===== src/rtl/mips54_pkg.sv =====
// mips54_pkg
//   Shared definitions for the multicycle MIPS core's shared-resource
//   arbitration.
//   - SEL_*       : one-hot select codes for the shared 4-input one-hot mux.
//                   SEL_NONE is the mux's high-Z default.
//   - arb_state_t : round-robin arbiter state.
package mips54_pkg;

    localparam logic [3:0] SEL_NONE = 4'b0000;
    localparam logic [3:0] SEL0     = 4'b0001;
    localparam logic [3:0] SEL1     = 4'b0010;
    localparam logic [3:0] SEL2     = 4'b0100;
    localparam logic [3:0] SEL3     = 4'b1000;

    typedef enum logic {
        ARB_IDLE,
        ARB_GRANT
    } arb_state_t;

endpackage : mips54_pkg


===== src/rtl/rr_pick4.sv =====
// rr_pick4
//   Combinational round-robin selector for four requesters. It returns the
//   first set request bit, scanning ptr+1, ptr+2, ptr+3 and then ptr (mod 4).
//   Ports:
//     req    [3:0] in  : request vector
//     ptr    [1:0] in  : index of the most recent owner (lowest priority)
//     onehot [3:0] out : one-hot code of the winner, SEL_NONE if req == 0
//     idx    [1:0] out : binary index of the winner, 0 if req == 0
module rr_pick4
    import mips54_pkg::*;
(
    input  logic [3:0] req,
    input  logic [1:0] ptr,
    output logic [3:0] onehot,
    output logic [1:0] idx
);

    logic found;

    // NOTE: every signal written here gets a default first, so no path
    // leaves a value unassigned and no latch is inferred.
    always_comb begin
        onehot = SEL_NONE;
        idx    = 2'd0;
        found  = 1'b0;
        // k = 4 wraps to ptr itself, so the previous owner is scanned last.
        for (int k = 1; k <= 4; k++) begin
            logic [1:0] cand;
            cand = ptr + 2'(k);
            if (!found && req[cand]) begin
                found  = 1'b1;
                idx    = cand;
                onehot = SEL0 << cand;
            end
        end
    end

endmodule : rr_pick4


===== src/rtl/mux4_rr_arbiter.sv =====
// mux4_rr_arbiter
//   Round-robin arbiter sharing one 4-input resource between four requesters.
//   A grant is held for a whole transaction and is revoked by release,
//   withdrawal of the request, or a hold-time bound. At least one idle cycle
//   always separates two owners, so the one-hot select never jumps directly
//   between two codes. All outputs are registered.
//   Ports:
//     clk           in  : rising-edge clock
//     rst_n         in  : asynchronous active-low reset
//     iReq     [3:0] in : request levels, bit i = requester i
//     iRelease [3:0] in : end-of-transaction strobes, only the owner's bit counts
//     oGrant   [3:0] out: one-hot mux select, 4'b0000 when idle
//     oValid        out : oGrant != 0
//     oOwner   [1:0] out: index of current owner, holds last owner while idle
//     oTimeout      out : one-cycle pulse when a grant is forcibly revoked
module mux4_rr_arbiter
    import mips54_pkg::*;
#(
    parameter int HOLD_MAX  = 16,
    parameter int CNT_WIDTH = $clog2(HOLD_MAX)
) (
    input  logic       clk,
    input  logic       rst_n,
    input  logic [3:0] iReq,
    input  logic [3:0] iRelease,
    output logic [3:0] oGrant,
    output logic       oValid,
    output logic [1:0] oOwner,
    output logic       oTimeout
);

    localparam logic [CNT_WIDTH-1:0] CNT_LAST = CNT_WIDTH'(HOLD_MAX - 1);

    arb_state_t           state;
    logic [1:0]           ptr;
    logic [CNT_WIDTH-1:0] cnt;

    logic [3:0] pick_onehot;
    logic [1:0] pick_idx;

    rr_pick4 u_pick (
        .req    (iReq),
        .ptr    (ptr),
        .onehot (pick_onehot),
        .idx    (pick_idx)
    );

    // End-of-tenure conditions, evaluated against the current owner only.
    logic owner_release;
    logic owner_withdraw;
    logic hold_expired;

    always_comb begin
        owner_release  = iRelease[oOwner];
        owner_withdraw = !iReq[oOwner];
        hold_expired   = (cnt == CNT_LAST);
    end

    // NOTE: sequential state uses non-blocking assignments so every register
    // samples the pre-edge values, independent of statement order.
    always_ff @(posedge clk or negedge rst_n) begin
        if (!rst_n) begin
            state    <= ARB_IDLE;
            ptr      <= 2'd3;   // requester 0 is scanned first after reset
            cnt      <= '0;
            oGrant   <= SEL_NONE;
            oValid   <= 1'b0;
            oOwner   <= 2'd0;
            oTimeout <= 1'b0;
        end else begin
            case (state)
                ARB_IDLE: begin
                    oTimeout <= 1'b0;
                    if (iReq != 4'b0000) begin
                        oGrant <= pick_onehot;
                        oValid <= 1'b1;
                        oOwner <= pick_idx;
                        ptr    <= pick_idx;
                        cnt    <= '0;
                        state  <= ARB_GRANT;
                    end
                end
                ARB_GRANT: begin
                    if (owner_release || owner_withdraw || hold_expired) begin
                        oGrant   <= SEL_NONE;
                        oValid   <= 1'b0;
                        cnt      <= '0;
                        state    <= ARB_IDLE;
                        // A voluntary end in the same cycle wins over the bound.
                        oTimeout <= hold_expired && !owner_release && !owner_withdraw;
                    end else begin
                        oTimeout <= 1'b0;
                        if (cnt != CNT_LAST) begin
                            cnt <= cnt + 1'b1;
                        end
                    end
                end
                default: begin
                    state  <= ARB_IDLE;
                    oGrant <= SEL_NONE;
                    oValid <= 1'b0;
                end
            endcase
        end
    end

endmodule : mux4_rr_arbiter


===== config.mk =====
export PLATFORM = sky130hd
export DESIGN_NAME = mux4_rr_arbiter
export DESIGN_NICKNAME = d
export VERILOG_FILES = /design/src/rtl/mips54_pkg.sv /design/src/rtl/rr_pick4.sv /design/src/rtl/mux4_rr_arbiter.sv
export SDC_FILE = /design/constraint.sdc
export NUM_CORES = 1
export LEC_CHECK = 0
export ABC_AREA = 1
export ABC_CLOCK_PERIOD_IN_PS = 1800
export CAP_MARGIN = 10
export CORE_MARGIN = 10
export CORE_UTILIZATION = 39
export DETAILED_ROUTE_END_ITERATION = 10
export GPL_TIMING_DRIVEN = 0
export MAX_ROUTING_LAYER = met4
export PLACE_DENSITY = 0.61
export SYNTH_ARGS = -nofsm -noshare
export SYNTH_HDL_FRONTEND = slang
export SYNTH_SLANG_ARGS = --single-unit

===== constraint.sdc =====
create_clock -name clk -period 1.8 [get_ports clk]
set_input_delay 0.18 -clock clk [delete_from_list [all_inputs] [get_ports clk]]
set_output_delay 0.18 -clock clk [all_outputs]
set_load 0.05 [all_outputs]

### Yosys cells after proc, flatten, opt, wreduce, memory -nomap -nowiden

Cells that the tools add are included.

* bits of input ports: 10
* logic and storage cells: 80
* bits in registers: 15
* output and inout bits: 8

* order comparisons: 5
* reductions and logical operators: 16
* add/subtract/negate cells: 4
* shifts and indexed selects: 4
* bitwise operators: 1
* eq/ne operators: 5
* mux-type cells: 38

Operators by type and width (count)
* $mux W4: 9
* $pmux W4 S2: 2
* $shl A1 B2 Y4 const A: 4
* $lt A2 B3 Y1 const B: 5
* $mux W1: 14
* $bmux W1 S2: 6
* $mux W2: 4
* $pmux W1 S2: 3
* $reduce_and A2 Y1: 3
* $logic_and A1 B1 Y1: 5
* $logic_not A1 Y1: 5
* $add A2 B2 Y2 const B: 2
* $add A4 B1 Y4 const B: 1
* $eq A4 B4 Y1 const B: 1
* $ne A4 B4 Y1 const B: 1
* $reduce_bool A4 Y1: 1
* $ne A3 B1 Y1 const B: 1
* $add A2 B1 Y2 const B: 1
* $logic_or A1 B1 Y1: 2
* $ne A2 B1 Y1 const B: 1
* $ne A2 B2 Y1 const B: 1
* $not A1 Y1: 1

### Longest topological paths before layout

* depth in word-level cells: 15
* depth in mapped cells: 13
* gate-level depth less buffers: 11

### Hierarchy

A second synthesis with hierarchy kept.

* cells, all modules: 158
* area total of the unflattened synthesis: 1181.1 um^2

By module, submodules not included
* mux4_rr_arbiter: cells an instance 81, times used 1, area each 696.9 um^2, sequential area each 377.9 um^2
* rr_pick4: cells an instance 77, times used 1, area each 484.2 um^2, sequential area each 0.0 um^2

### Least setup slack after synthesis

No wires, ideal clock.

* path kind: reg-to-reg
* start: register ptr[0]
* end: register oGrant[0]
* buffers on the path: 2
* required time: 1682 ps
* period minus slack after synthesis: 1944 ps
* slack: -144 ps
* library setup time: 118 ps
* cell stages (with the launch flop): 14
* arrival time: 1826 ps
* cells stage by stage: dfstp_2 > buf_6 > inv_6 > ha_1 > inv_2 > nand3_4 > nand2_4 > nor2_4 > buf_6 > nand4_1 > nand2_1 > inv_1 > nand2_1 > nand2_1

* cells in the longest elaborated chain, start to end: 15
* elaborated cells on any way between the ends: 30
* those cells by class: add/sub: 3; shift: 4; mux: 17; reduce/logical: 6

RTL lines
* from (decl): line mux4_rr_arbiter.sv:35 `logic [1:0] ptr;`
* from (signal assigned): line mux4_rr_arbiter.sv:78 `ptr <= pick_idx;`
* $add A2 B1 Y2: line rr_pick4.sv:29 `cand = ptr + 2'(k);`
* $bmux W1 S2: line rr_pick4.sv:30 `if (!found && req[cand]) begin`
* $mux W1 (implied by the code): line rr_pick4.sv:30
* $mux W1: line rr_pick4.sv:30
* $logic_not A1 Y1: line rr_pick4.sv:30
* $logic_and A1 B1 Y1: line rr_pick4.sv:30
* $mux W1: line rr_pick4.sv:30
* $logic_not A1 Y1: line rr_pick4.sv:30
* $logic_and A1 B1 Y1: line rr_pick4.sv:30
* $mux W1: line rr_pick4.sv:30
* $logic_not A1 Y1: line rr_pick4.sv:30
* $logic_and A1 B1 Y1: line rr_pick4.sv:30
* $mux W4 *: line rr_pick4.sv:30
* $mux W4 *: line mux4_rr_arbiter.sv:74 `if (iReq != 4'b0000) begin`
* $pmux W4 S2 *: line mux4_rr_arbiter.sv:71 `case (state)`
* to (signal assigned): line mux4_rr_arbiter.sv:75 `oGrant <= pick_onehot;`
* to (decl): line mux4_rr_arbiter.sv:26 `output logic [3:0] oGrant,`

Mark *: on every way between the ends. The rest lies on a longest branch, timed or not. The select of a mux whose other input is x is not followed.
A chain may end at the register's enable or synchronous reset.

### Final worst setup path

Ends and elaborated chain as after synthesis.

==> metrics.md <==
| Metric | Value |
|---|---|
| Status | finished, violations left |
| Failing checks | setup timing |
| Achievable Freq | 548 MHz |
| Post-synthesis cell count | 165 |
| Crit Path Class | reg -> reg |
| Initial Util | 41.9% |
| Warnings, synthesis | 0 |
| Max-Cap Viols | 0 |
| WP data arrival | 2.01 ns |
| Largest net degree at the start of global routing | 16 |
| Port Buffers | 17 |
| Post-synthesis sequential area ratio | 31.9% |
| Clk_skew | 0.00770 ns |
| Slew @ Worst Pin | 0.647 ns |
| Reg-to-reg endpoint | oGrant[0] |
| Finished Cell Area | 1510 sq um |
| Number of diodes | 0 |
| First-pass GRT wire length | 4730 microns |
| Bufs and invs on worst path | 4 |
| Aggregate global routing overflow | 0 |
| Clock buffer depth | 2 |
| Slew Limit Fails | 0 |
| Worst path most repeated cell | nand2_1 |
| FF-to-FF setup slack | -0.03 ns |
| Avg Cell Area, Syn | 7.18 sq um |
| Via density | 5.12 |
| Fillers | 278 |
| CP Max Fanout | 5 |
| FP Rows | 19 |
| Clock sinks | 15 |
| HP Class | in -> async |
| Cell variety after synth | 24 |
| PwrDens | 1990 nW/um^2 |
| Total GRT Usage | 10.9% |
| Asr flop ratio synth | 100% |
| Slowest stage delay, CP | 0.62 ns |
| DRC | 0 |
| Tmin final | 1.83 ns |
| Iter 0 DRT Violations | 114 |
| Clock Tree Root | clkbuf_4 |
| Hold Buf Count CTS | 0 |
| Layout Cells excl Fill | 225 |
| Final hold violations | 0 |
| Final wirelength | 2790 microns |
| Initial antenna violation count | 0 |
| HPWL reported at the end of detailed placement | 2150 microns |
| Ranking of synthesized cells by area | dfrtp_1, nand2_1, ha_1 |
| Worst path top cell family by delay | flip-flops |
| Die height | 75.1 microns |
| CTS tree | built |
| Clk slew on worst S/H paths | 0.09 ns |
| Yosys reg bits | 15 |
| First-pass iteration count of the detailed router | 4 |
| Placed inst area | 1410 sq um |
| Post-synth EDFFs | 0 |
| Startpoint Class | flop |
| Synth Cell Area | 1180 sq um |
| Placed Cells | 213 |
| Final ANT Viol Nets | 0 |
| Relative slew slack | 56.7% |
| Final core utilization | 53.4% |
| Die span in x | 75.1 microns |
| Share of the synthesized area in the top cell type | 27.5% |
| Post-route worst setup slack | -0.0258 ns |
| Final Cycle Share | 101% |
| Setup repair after global routing missed its margin | yes |
| Top FF cell, synth | dfrtp_1 |
| Core area | 2830 sq um |
| Worst slack, placed | -0.194 ns |
| Area growth, synth to finish | 27.6% |
| Leakage | 0.765 nW |
| Vias in the first global route | 1,092 |
| GPL Wtd Cong | 0.779 |
| Yosys top cell by area | dfrtp_1 |
| Worst reg2reg path startpoint | ptr[0] |
| Finish-stage setup viols | 8 |
| CP max-delay cell | dfstp_2 |
| # nets final | 214 |
| Syn nets | 184 |
| CP Capture Type | flop |
| R2R depth | 12 |
| H-Tree Depth | 1 |
| Overall power | 3.01 mW |
| Worst Hold Margin | 0.285 ns |
| CP required | 1.99 ns |
| Die ar. | 5640 sq um |
| Via count | 1,152 |
| Crit path cell chain | inv_8 > ha_4 > inv_4 > nand3_4 > nand2_4 > nor2_4 > buf_6 > nand4_1 > nand2_1 > inv_1 > nand2_1 > nand2_1 |
| Fraction of layout cells with a size suffix above 1 | 18.0% |
| Io pins | 18 |
| Setup TNS | -0.0849 ns |
| Cts bufs inserted | 3 |
| Peak supply drop | 0.884 mV |
| Clock Latency Late Sink | 0.28 ns |
| WL/cell | 12.4 microns |
-- worst max-delay path by stage --
stage / endpoint / slack (ns) / depth (start not counted) / from
finish: oGrant[0] / -0.03 / 12 / ptr[0]
floorplan: oGrant[0] / -0.002 / 13 / ptr[0]
global placement: oOwner[0] / -0.18 / 11 / ptr[0]
global route: oGrant[0] / -0.14 / 12 / ptr[0]
CTS: oGrant[0] / -0.07 / 13 / ptr[0]
detailed placement: oGrant[0] / -0.19 / 13 / ptr[0]
-- what timing repair did --
action,in CTS,in global routing
gates cloned,1,0
setup endpoints to repair,8,8
setup buffers,7,1
resized for setup,2,3
pin swaps,3,3
-- routing by layer --
metal / wire length [microns] / GRT usage, %
met1: 1390 / 13.3
met2: 1260 / 17.4
met3: 128 / 2.76
met4: 14 / 2.52
met5: 0 / -
-- cell usage in the layout (no fill, tap or decap), types with 2 or more instances in the layout --
cell type        count
dfrtp_1             13
buf_6                2
nand3_1             17
clkbuf_4             3
ha_1                 8
nand2_2              7
a21boi_0             4
nand4_1              5
dfstp_2              2
nand3_4              2
clkdlybuf4s50_1     17
nand2_1             51
nand3b_1             2
inv_1               20
nor2_1               6
buf_4                8
a21oi_1              5
o21ai_1              4
o21ai_0              5
inv_4                2
-- sequential cells by signal, indices dropped and copies added (netlist names) --
register and cells:
state 1, oOwner 2, oValid 1, ptr 2, oGrant 4, oTimeout 1, cnt 4
-- logic make-up after synthesis --
kind of cell	synth area share, %
DFF	31.9
xor gates and xnor gates	0.739
and+or+nand+nor	38.2
AOI/OAI and AO/OA	9.71
buffers and inverters	9.93
adders and majority gates	9.50
-- cells in the mapped netlist, types with 2 or more instances --
library cell and number:
buf_6 2, nand3b_1 2, nand3_2 2, inv_2 2, nor2_1 7, nand2_2 7
nand4_1 5, o21ai_0 5, inv_1 21, ha_1 9, a21boi_0 4, a21oi_1 5
dfstp_2 2, nand2_1 51, nand3_1 17, dfrtp_1 13, o21ai_1 4
-- power breakdown --
part / switching (mW) / internal (mW)
combinational: 1.36 / 0.882
sequential: 0.109 / 0.466
clock: 0.108 / 0.0825
total: 1.58 / 1.43
-- cell type report --
type / count / area [sq um] / area share (%)
Sequential cell: 15 / 378 / 25.0
Clock inverter: 1 / 5.00 / 0.331
Clock buffer: 3 / 22.5 / 1.49
Inverter: 24 / 103 / 6.79
Timing Repair Buffer: 26 / 241 / 16.0
Tap cell: 31 / 38.8 / 2.57
Multi-Input combinational cell: 124 / 712 / 47.1
Buffer: 1 / 11.3 / 0.745
Note: power is estimated with default switching activity, not from simulation.
